--- src/rtl/ysyx_bus_pkg.sv ---
// ---------------------------------------------------------------------------
// ysyx_bus_pkg
// Shared definitions for the LSU-to-AXI4-Lite bridge:
//   - lsu_state_e : bridge FSM states
//   - RESP_*      : AXI4-Lite response codes
//   - lane_bit_shift / lane_strb : byte-lane alignment helpers for a
//     32-bit (4-lane) data path, keyed on the low two address bits
// ---------------------------------------------------------------------------
package ysyx_bus_pkg;

  typedef enum logic [2:0] {
    ST_IDLE  = 3'd0,
    ST_RADDR = 3'd1,
    ST_RDATA = 3'd2,
    ST_WREQ  = 3'd3,
    ST_WRESP = 3'd4,
    ST_HOLD  = 3'd5
  } lsu_state_e;

  localparam logic [1:0] RESP_OKAY   = 2'b00;
  localparam logic [1:0] RESP_SLVERR = 2'b10;

  // Bit distance between lane 0 and the lane selected by the byte offset.
  function automatic logic [4:0] lane_bit_shift(input logic [1:0] off);
    lane_bit_shift = {off, 3'b000};
  endfunction

  // Move a low-aligned byte strobe up to its lane; bits pushed past lane 3
  // are dropped, which is how misaligned accesses get truncated.
  function automatic logic [3:0] lane_strb(input logic [3:0] strb, input logic [1:0] off);
    lane_strb = strb << off;
  endfunction

endpackage

--- src/rtl/ysyx_lsu_axi.sv ---
// ---------------------------------------------------------------------------
// ysyx_lsu_axi
// Bridge between the LSU's level-held load/store requests and one AXI4-Lite
// master port. Exactly one AXI transaction runs per request, one at a time.
//
// Ports
//   clk, rst                 clock, asynchronous active-high reset
//   lsu_araddr/arvalid/rstrb load request (held until lsu_rvalid)
//   lsu_rdata/rvalid         load result, shifted down to bit 0, 1-cycle pulse
//   lsu_awaddr/wdata/wstrb   store request, low-aligned data and size
//   lsu_awvalid/wvalid       store request valids (held until lsu_wready)
//   lsu_wready               1-cycle store-complete pulse
//   lsu_err                  1-cycle pulse with the completion when RESP != OKAY
//   m_ar*/m_r*/m_aw*/m_w*/m_b*  AXI4-Lite master channels
//
// All outputs come straight from registers, so the asynchronous reset clears
// every valid/ready at once and abandons any in-flight AXI transaction.
// The lane alignment logic assumes a 32-bit (4-lane) data path.
// ---------------------------------------------------------------------------
module ysyx_lsu_axi
  import ysyx_bus_pkg::*;
#(
  parameter int ADDR_W = 32,
  parameter int DATA_W = 32
) (
  input  logic                  clk,
  input  logic                  rst,
  // LSU load side
  input  logic [ADDR_W-1:0]     lsu_araddr,
  input  logic                  lsu_arvalid,
  input  logic [7:0]            lsu_rstrb,
  output logic [DATA_W-1:0]     lsu_rdata,
  output logic                  lsu_rvalid,
  // LSU store side
  input  logic [ADDR_W-1:0]     lsu_awaddr,
  input  logic [DATA_W-1:0]     lsu_wdata,
  input  logic [7:0]            lsu_wstrb,
  input  logic                  lsu_awvalid,
  input  logic                  lsu_wvalid,
  output logic                  lsu_wready,
  output logic                  lsu_err,
  // AXI4-Lite read address
  output logic [ADDR_W-1:0]     m_araddr,
  output logic                  m_arvalid,
  input  logic                  m_arready,
  // AXI4-Lite read data
  input  logic [DATA_W-1:0]     m_rdata,
  input  logic [1:0]            m_rresp,
  input  logic                  m_rvalid,
  output logic                  m_rready,
  // AXI4-Lite write address
  output logic [ADDR_W-1:0]     m_awaddr,
  output logic                  m_awvalid,
  input  logic                  m_awready,
  // AXI4-Lite write data
  output logic [DATA_W-1:0]     m_wdata,
  output logic [DATA_W/8-1:0]   m_wstrb,
  output logic                  m_wvalid,
  input  logic                  m_wready,
  // AXI4-Lite write response
  input  logic [1:0]            m_bresp,
  input  logic                  m_bvalid,
  output logic                  m_bready
);

  localparam int LANES = DATA_W / 8;

  lsu_state_e        state_q, state_d;
  logic [ADDR_W-1:0] addr_q, addr_d;
  logic [DATA_W-1:0] wdata_q, wdata_d;
  logic [LANES-1:0]  wstrb_q, wstrb_d;
  logic [DATA_W-1:0] rdata_q, rdata_d;
  logic              arvalid_q, arvalid_d;
  logic              rready_q, rready_d;
  logic              awvalid_q, awvalid_d;
  logic              wvalid_q, wvalid_d;
  logic              bready_q, bready_d;
  logic              aw_done_q, aw_done_d;
  logic              w_done_q, w_done_d;
  logic              rvalid_q, rvalid_d;
  logic              wready_q, wready_d;
  logic              err_q, err_d;

  logic [3:0]        wstrb_lane_s;
  logic              unused_s;

  assign wstrb_lane_s = lane_strb(lsu_wstrb[3:0], lsu_awaddr[1:0]);

  // Read size only matters to the LSU's own extension logic; upper strobe
  // bits are never set for 32-bit accesses.
  assign unused_s = ^{lsu_rstrb, lsu_wstrb[7:4]};

  // Next-state and next-output logic for the bridge FSM.
  always_comb begin
    state_d   = state_q;
    addr_d    = addr_q;
    wdata_d   = wdata_q;
    wstrb_d   = wstrb_q;
    rdata_d   = rdata_q;
    arvalid_d = arvalid_q;
    rready_d  = rready_q;
    awvalid_d = awvalid_q;
    wvalid_d  = wvalid_q;
    bready_d  = bready_q;
    aw_done_d = aw_done_q;
    w_done_d  = w_done_q;
    rvalid_d  = 1'b0;
    wready_d  = 1'b0;
    err_d     = 1'b0;

    case (state_q)
      ST_IDLE: begin
        // Loads take priority when both requests are present.
        if (lsu_arvalid) begin
          addr_d    = lsu_araddr;
          arvalid_d = 1'b1;
          state_d   = ST_RADDR;
        end else if (lsu_awvalid && lsu_wvalid) begin
          addr_d    = lsu_awaddr;
          wdata_d   = lsu_wdata << lane_bit_shift(lsu_awaddr[1:0]);
          wstrb_d   = wstrb_lane_s;
          awvalid_d = 1'b1;
          wvalid_d  = 1'b1;
          aw_done_d = 1'b0;
          w_done_d  = 1'b0;
          state_d   = ST_WREQ;
        end else begin
          state_d   = ST_IDLE;
        end
      end

      ST_RADDR: begin
        if (m_arready) begin
          arvalid_d = 1'b0;
          rready_d  = 1'b1;
          state_d   = ST_RDATA;
        end else begin
          arvalid_d = 1'b1;
        end
      end

      ST_RDATA: begin
        if (m_rvalid) begin
          rready_d = 1'b0;
          rdata_d  = m_rdata >> lane_bit_shift(addr_q[1:0]);
          rvalid_d = 1'b1;
          err_d    = (m_rresp != RESP_OKAY);
          state_d  = ST_HOLD;
        end else begin
          rready_d = 1'b1;
        end
      end

      ST_WREQ: begin
        // AW and W complete independently; each valid drops after its own
        // handshake and the response phase starts once both are done.
        aw_done_d = aw_done_q | (awvalid_q & m_awready);
        w_done_d  = w_done_q  | (wvalid_q  & m_wready);
        awvalid_d = ~aw_done_d;
        wvalid_d  = ~w_done_d;
        if (aw_done_d && w_done_d) begin
          bready_d = 1'b1;
          state_d  = ST_WRESP;
        end else begin
          state_d  = ST_WREQ;
        end
      end

      ST_WRESP: begin
        if (m_bvalid) begin
          bready_d = 1'b0;
          wready_d = 1'b1;
          err_d    = (m_bresp != RESP_OKAY);
          state_d  = ST_HOLD;
        end else begin
          bready_d = 1'b1;
        end
      end

      // The requester is dropping its request during this cycle, so it
      // must not be sampled again.
      ST_HOLD: begin
        state_d = ST_IDLE;
      end

      default: begin
        state_d   = ST_IDLE;
        arvalid_d = 1'b0;
        rready_d  = 1'b0;
        awvalid_d = 1'b0;
        wvalid_d  = 1'b0;
        bready_d  = 1'b0;
      end
    endcase
  end

  // State and output registers; reset abandons any in-flight transaction.
  always_ff @(posedge clk or posedge rst) begin
    if (rst) begin
      state_q   <= ST_IDLE;
      addr_q    <= {ADDR_W{1'b0}};
      wdata_q   <= {DATA_W{1'b0}};
      wstrb_q   <= {LANES{1'b0}};
      rdata_q   <= {DATA_W{1'b0}};
      arvalid_q <= 1'b0;
      rready_q  <= 1'b0;
      awvalid_q <= 1'b0;
      wvalid_q  <= 1'b0;
      bready_q  <= 1'b0;
      aw_done_q <= 1'b0;
      w_done_q  <= 1'b0;
      rvalid_q  <= 1'b0;
      wready_q  <= 1'b0;
      err_q     <= 1'b0;
    end else begin
      state_q   <= state_d;
      addr_q    <= addr_d;
      wdata_q   <= wdata_d;
      wstrb_q   <= wstrb_d;
      rdata_q   <= rdata_d;
      arvalid_q <= arvalid_d;
      rready_q  <= rready_d;
      awvalid_q <= awvalid_d;
      wvalid_q  <= wvalid_d;
      bready_q  <= bready_d;
      aw_done_q <= aw_done_d;
      w_done_q  <= w_done_d;
      rvalid_q  <= rvalid_d;
      wready_q  <= wready_d;
      err_q     <= err_d;
    end
  end

  assign m_araddr   = addr_q;
  assign m_awaddr   = addr_q;
  assign m_arvalid  = arvalid_q;
  assign m_rready   = rready_q;
  assign m_awvalid  = awvalid_q;
  assign m_wvalid   = wvalid_q;
  assign m_wdata    = wdata_q;
  assign m_wstrb    = wstrb_q;
  assign m_bready   = bready_q;
  assign lsu_rdata  = rdata_q;
  assign lsu_rvalid = rvalid_q;
  assign lsu_wready = wready_q;
  assign lsu_err    = err_q;

endmodule

--- config.mk ---
export PLATFORM = sky130hd
export DESIGN_NAME = ysyx_lsu_axi
export DESIGN_NICKNAME = d
export VERILOG_FILES = /design/src/rtl/ysyx_bus_pkg.sv /design/src/rtl/ysyx_lsu_axi.sv
export SDC_FILE = /design/constraint.sdc
export NUM_CORES = 1
export LEC_CHECK = 0
export ABC_AREA = 1
export BUFFER_PORTS_ARGS = -buffer_cell sky130_fd_sc_hd__buf_2
export CORE_MARGIN = 3
export CORE_UTILIZATION = 35
export CTS_CLUSTER_SIZE = 28
export DETAILED_ROUTE_END_ITERATION = 10
export PLACE_DENSITY = 0.7
export SYNTH_ARGS = -nofsm -noshare
export SYNTH_HDL_FRONTEND = slang
export SYNTH_SLANG_ARGS = --single-unit
--- constraint.sdc ---
create_clock -name clk -period 6.3 [get_ports clk]
set_clock_uncertainty 0.2 [all_clocks]
set_input_delay 0.315 -clock clk [delete_from_list [all_inputs] [get_ports clk]]
set_output_delay 0.315 -clock clk [all_outputs]
set_load 0.01 [all_outputs]
# [Yosys cells after proc, flatten, opt, wreduce, memory -nomap -nowiden]
# Index checks and enable logic that the tools add are counted.
[word_totals] reg_bits=113 latch_bits=0 ramBits=0 rom_bits=0 input_bits=158 elab_cells=94 memories=0
[classes] n_addsub=0 multipliers=0 div_mod_pow=0 order_cmp=0 n_eq_ne=12 n_shift=3 mux=33 bitwise_logic=11 n_reduce_logical=20
[op_table] cell="$mux 32" count=2
[op_table] cell="$shl 32x5->32" count=1
[op_table] cell="$shr 32x5->32" count=1
[op_table] cell="$mux 1" count=16
[op_table] cell="$reduce_or 4->1" count=4
[op_table] cell="$pmux 1 s3" count=5
[op_table] cell="$pmux 3 s5" count=1
[op_table] cell="$ne 2x2->1 const B" count=7
[op_table] cell="$mux 3" count=4
[op_table] cell="$reduce_and 3->1" count=4
[op_table] cell="$reduce_and 2->1" count=5
[op_table] cell="$reduce_bool 2->1" count=4
[op_table] cell="$not 1->1" count=7
[op_table] cell="$eq 3x2->1 const B" count=2
[op_table] cell="$eq 3x3->1 const B" count=2
[op_table] cell="$pmux 1 s2" count=3
[op_table] cell="$mux 2" count=2
[op_table] cell="$shl 4x2->4" count=1
[op_table] cell="$eq 3x1->1 const B" count=1
[op_table] cell="$logic_not 3->1" count=1
[op_table] cell="$and 1x1->1" count=2
[op_table] cell="$logic_and 1x1->1" count=2
[op_table] cell="$or 1x1->1" count=2

# [Depth between registers and ports, before layout]
[depth] ltp_word=5 mapped_depth=9 depth_no_buf=7

# [Worst setup path before layout]
# No wires, ideal clock.
[synth_timing] path_kind="register to register" start="register state_q[1]" end="register wdata_q[31], in the netlist m_wdata[31]" setup_time_ps=117 arrival_time_ps=1160 path_slack_ps=4823 path_stages_with_launch=10 path_buffers=3 period_less_slack_ps=1477 path_cell_list="dfrtp_1 > buf_6 > nor2_4 > nand2_2 > inv_2 > nand2_4 > buf_6 > buf_6 > nand2_1 > nand2_1"
[synth_between] elab_chain_cells=2
[synth_lines] element="from (decl)" line="ysyx_lsu_axi.sv:68" source="lsu_state_e state_q, state_d;"
[synth_lines] element="from (signal assigned)" line="ysyx_lsu_axi.sv:216" source="state_q <= state_d;"
[synth_lines] element="$logic_not 3->1" line="ysyx_lsu_axi.sv:111" source="case (state_q)"
[synth_lines] element="$reduce_and 3->1 (no source line)"
[synth_lines] element="to (signal assigned)" line="ysyx_lsu_axi.sv:202" source="wdata_q <= {DATA_W{1'b0}};"
[synth_lines] element="to (signal assigned)" line="ysyx_lsu_axi.sv:218" source="wdata_q <= wdata_d;"
[synth_lines] element="to (decl)" line="ysyx_lsu_axi.sv:70" source="logic [DATA_W-1:0] wdata_q, wdata_d;"
# No other way between the ends.
# A chain may end at the register's enable or synchronous reset.

# [Worst setup path in the final report]
[layout_timing] start="register state_q[0]" end="register err_q, in the netlist lsu_err"
[layout_between] elab_chain_cells=2 word_cells_on_any_way=3
[layout_lines] element="$eq 3x3->1 or $eq 3x2->1 (tied branches)" line="ysyx_lsu_axi.sv:111"
[layout_lines] element="$pmux 1 s2 (*)" line="ysyx_lsu_axi.sv:111"
[layout_lines] element="via err_d" line="ysyx_lsu_axi.sv:82" source="logic err_q, err_d;"
[layout_lines] element="to (signal assigned)" line="ysyx_lsu_axi.sv:230" source="err_q <= err_d;"
[layout_lines] element="to (decl)" line="ysyx_lsu_axi.sv:82"
# The timed path passes the listed nets; every way through them passes the cells marked *.

==> flow_metrics.env <==
export IMPL_post_route_period_util_pct=56.92
export IMPL_path_class="flip-flop to flip-flop"
export IMPL_cap_violations=0
export IMPL_fin_nets=1322
export IMPL_holdPathEnd="lsu_rdata[27]"
export IMPL_dieArea_sq_um=19190
export IMPL_critPathMaxFanout=42
export IMPL_io_pins=298
export IMPL_rr_endpoint="lsu_err"
export IMPL_avgSynthCellArea_sq_um=7.035
export IMPL_final_antenna_net_count=0
export IMPL_setup_viol=0
export IMPL_grt_max_degree=64
export IMPL_h_tree_depth=4
export IMPL_clk_latency_ns=0.40
export IMPL_fp_dieW_um=138.5
export IMPL_reg2reg_slack_ns=2.71
export IMPL_slew_headroom_pct=19.90
export IMPL_clkSinkCount=113
export IMPL_p_leak_nw=4.977
export IMPL_cp_arrival_ns=3.73
export IMPL_vias_per_cell=4.739
export IMPL_clockBufferDepth=2
export IMPL_crit_path_end_kind="flip-flop"
export IMPL_drv_slew=0
export IMPL_yosys_register_bits=113
export IMPL_cp_data_required_time_ns=6.44
export IMPL_grt_pass1_wl_um=31980
export IMPL_vias=6616
export IMPL_reg2reg_depth=7
export IMPL_clockRootBuffer="clkbuf_16"
export IMPL_yosys_warnings=0
export IMPL_netlist_area_sq_um=6148
export IMPL_synth_seq_area_share_pct=45.99
export IMPL_r2r_start="state_q[0]"
export IMPL_cp_start_kind="flip-flop"
export IMPL_stdcell_area_sq_um=8616
export IMPL_hp_start="m_rdata[27]"
export IMPL_first_global_vias=6174
export IMPL_min_path_type="primary input to flip-flop"
export IMPL_io_buffers=285
export IMPL_place_gp_congestion=0.8934
export IMPL_fillCellCount=1638
export IMPL_design_core_area_sq_um=16880
export IMPL_rsz0062_at_grt="no"
export IMPL_grt_overflow=0
export IMPL_cts_tree="yes"
export IMPL_finalHoldViolCount=0
export IMPL_cellPowerDensity_nw_per_um2=432.7
export IMPL_grt_util_all_layers_pct=20.52
export IMPL_fmax_mhz=278.9
export IMPL_drc_errors=0
export IMPL_drt_total_wl_um=20240
export IMPL_syn_nets=1032
export IMPL_whs_path_depth=3
export IMPL_synthTopCellsByArea="dfrtp_1 (46%), nand2_1 (28%), nand3_1 (6.4%)"
export IMPL_rows=47
export IMPL_diodes=0
export IMPL_min_period_ns=3.586
export IMPL_die_h_um=138.5
export IMPL_yosysTopAreaCell="dfrtp_1"
export IMPL_postCtsResizedCells=0
export IMPL_cts_setup_buffers=0
export IMPL_synthDistinctLibCells=24
export IMPL_whs_ns=0.01881
export IMPL_worst_slew_pin_slew_ns=1.200
export IMPL_postSynthCellCount=874
export IMPL_path_clk_slew_ns=0.05
export IMPL_start_util_pct=36.43
export IMPL_dp_cells=1298
export IMPL_dp_hpwl_um=13670
export IMPL_drtIter0Drc=423
export IMPL_area_growth_syn_to_layout_pct=40.13
export IMPL_avgRoutedWirePerCell_um=14.50
export IMPL_numCtsBuffers=17
export IMPL_vdd_ir_drop_max_uv=194.3
export IMPL_yosysTopAreaCellShare_pct=45.99
export IMPL_cts_hold_buf=67
export IMPL_final_setup_tns_ns=0
export IMPL_place_area_sq_um=7358
export IMPL_dr_pass1_iters=5
export IMPL_antenna_found_initial=0
export IMPL_drive_above_1_share_pct=28.66
export IMPL_instances_no_fill=1396
export IMPL_status="finished clean"
-- cells in the final DEF (no fill, tap or decap) --
cell type	count
nand3_1	79
nor2_1	24
bufinv_16	3
clkbuf_1	3
buf_4	2
inv_2	5
buf_2	285
nor2_4	2
o211ai_1	2
clkinv_4	1
clkinvlp_4	3
clkbuf_8	1
nand2_1	451
nand3_2	1
clkinv_2	3
dlygate4sd3_1	67
inv_4	2
inv_1	22
nand2_4	1
o31ai_1	1
nand2_2	2
or2_2	9
o21ai_0	72
clkinv_1	1
o21ai_1	3
dfrtp_1	113
a21boi_0	1
clkbuf_16	17
-- worst max path at each step --
| stage | slack (ns) | cells past startpoint | from | to |
|---|---|---|---|---|
| 5_1_grt | 2.49 | 7 | state_q[0] | lsu_err |
| 2_1_floorplan | 2.80 | 1 | rst | aw_done_q |
| 4_1_cts | 2.70 | 7 | state_q[0] | lsu_err |
| 3_3_place_gp | 2.98 | 6 | lsu_arvalid | m_araddr[1] |
| 3_5_place_dp | 2.89 | 6 | lsu_arvalid | m_araddr[1] |
| 6_report | 2.71 | 7 | state_q[0] | lsu_err |
-- Yosys cell counts --
| cell | number |
|---|---|
| a21boi_0 | 1 |
| buf_1 | 1 |
| buf_2 | 21 |
| buf_4 | 37 |
| buf_6 | 4 |
| clkbuf_1 | 18 |
| clkbuf_2 | 2 |
| clkinv_1 | 1 |
| dfrtp_1 | 113 |
| inv_1 | 23 |
| inv_2 | 5 |
| inv_4 | 1 |
| nand2_1 | 451 |
| nand2_2 | 2 |
| nand2_4 | 1 |
| nand3_1 | 79 |
| nand3_2 | 1 |
| nor2_1 | 24 |
| nor2_4 | 2 |
| o211ai_1 | 2 |
| o21ai_0 | 72 |
| o21ai_1 | 3 |
| o31ai_1 | 1 |
| or2_2 | 9 |
-- cell families after synthesis --
logic type,Yosys count,share of synthesized area [%]
simple gates,569,37.26
compound gates,79,6.593
buf+inv,113,10.15
flops,113,45.99
-- flip-flops by register name (all words and copies together), names as in the netlist --
signal / count
aw_done_q: 1
m_wdata: 32
state_q: 3
lsu_rdata: 32
m_arvalid: 1
m_bready: 1
m_wstrb: 4
m_awvalid: 1
w_done_q: 1
lsu_err: 1
m_wvalid: 1
lsu_rvalid: 1
m_rready: 1
lsu_wready: 1
m_araddr: 32
-- critical path: stages (launching register included) --
cell,delay (ns)
dfrtp_1,0.46
nor2_4,0.16
nand3_2,0.65
inv_2,0.68
o21ai_0,0.17
dlygate4sd3_1,0.59
nand2_1,0.06
dlygate4sd3_1,0.54
-- metrics by stage --
stage	power [W]	util [%]	setup WS (ns)
after floorplan	0.002246	-	2.798
after global placement	0.002701	43.60	2.984
after detailed placement	0.002730	43.60	2.895
after CTS	0.003755	51.05	2.702
after global routing	0.004005	51.05	2.493
final	0.003728	51.05	2.714
-- routing by layer --
| layer | GRT usage (%) | vias up | share of wire [%] |
|---|---|---|---|
| met2 | 33.53 | 289 | 47 |
| li1 | - | 3288 | - |
| met1 | 26.26 | 2997 | 42 |
| met5 | 0 | - | 0 |
| met4 | 8.060 | 0 | 2.6 |
| met3 | 5.103 | 42 | 7.7 |
-- power breakdown --
part | switching [W] | internal (W) | total (W)
Combinational | 0.000912 | 0.000583 | 0.00150
Clock | 0.000336 | 0.000628 | 0.000963
Sequential | 0.000234 | 0.00104 | 0.00127
Total | 0.00148 | 0.00225 | 0.00373
-- cell type report --
class                      count  area (sq um)  share of cell area, %
clock inverter                10         136.4                  1.583
multi-input combinational    648          2696                  31.30
timing repair buffer         354          2112                  24.51
tap                          220         275.3                  3.195
sequential                   113          2828                  32.82
clock buffer                  21         450.4                  5.228
inverter                      30         117.6                  1.365
(Power assumes the default switching activity.)
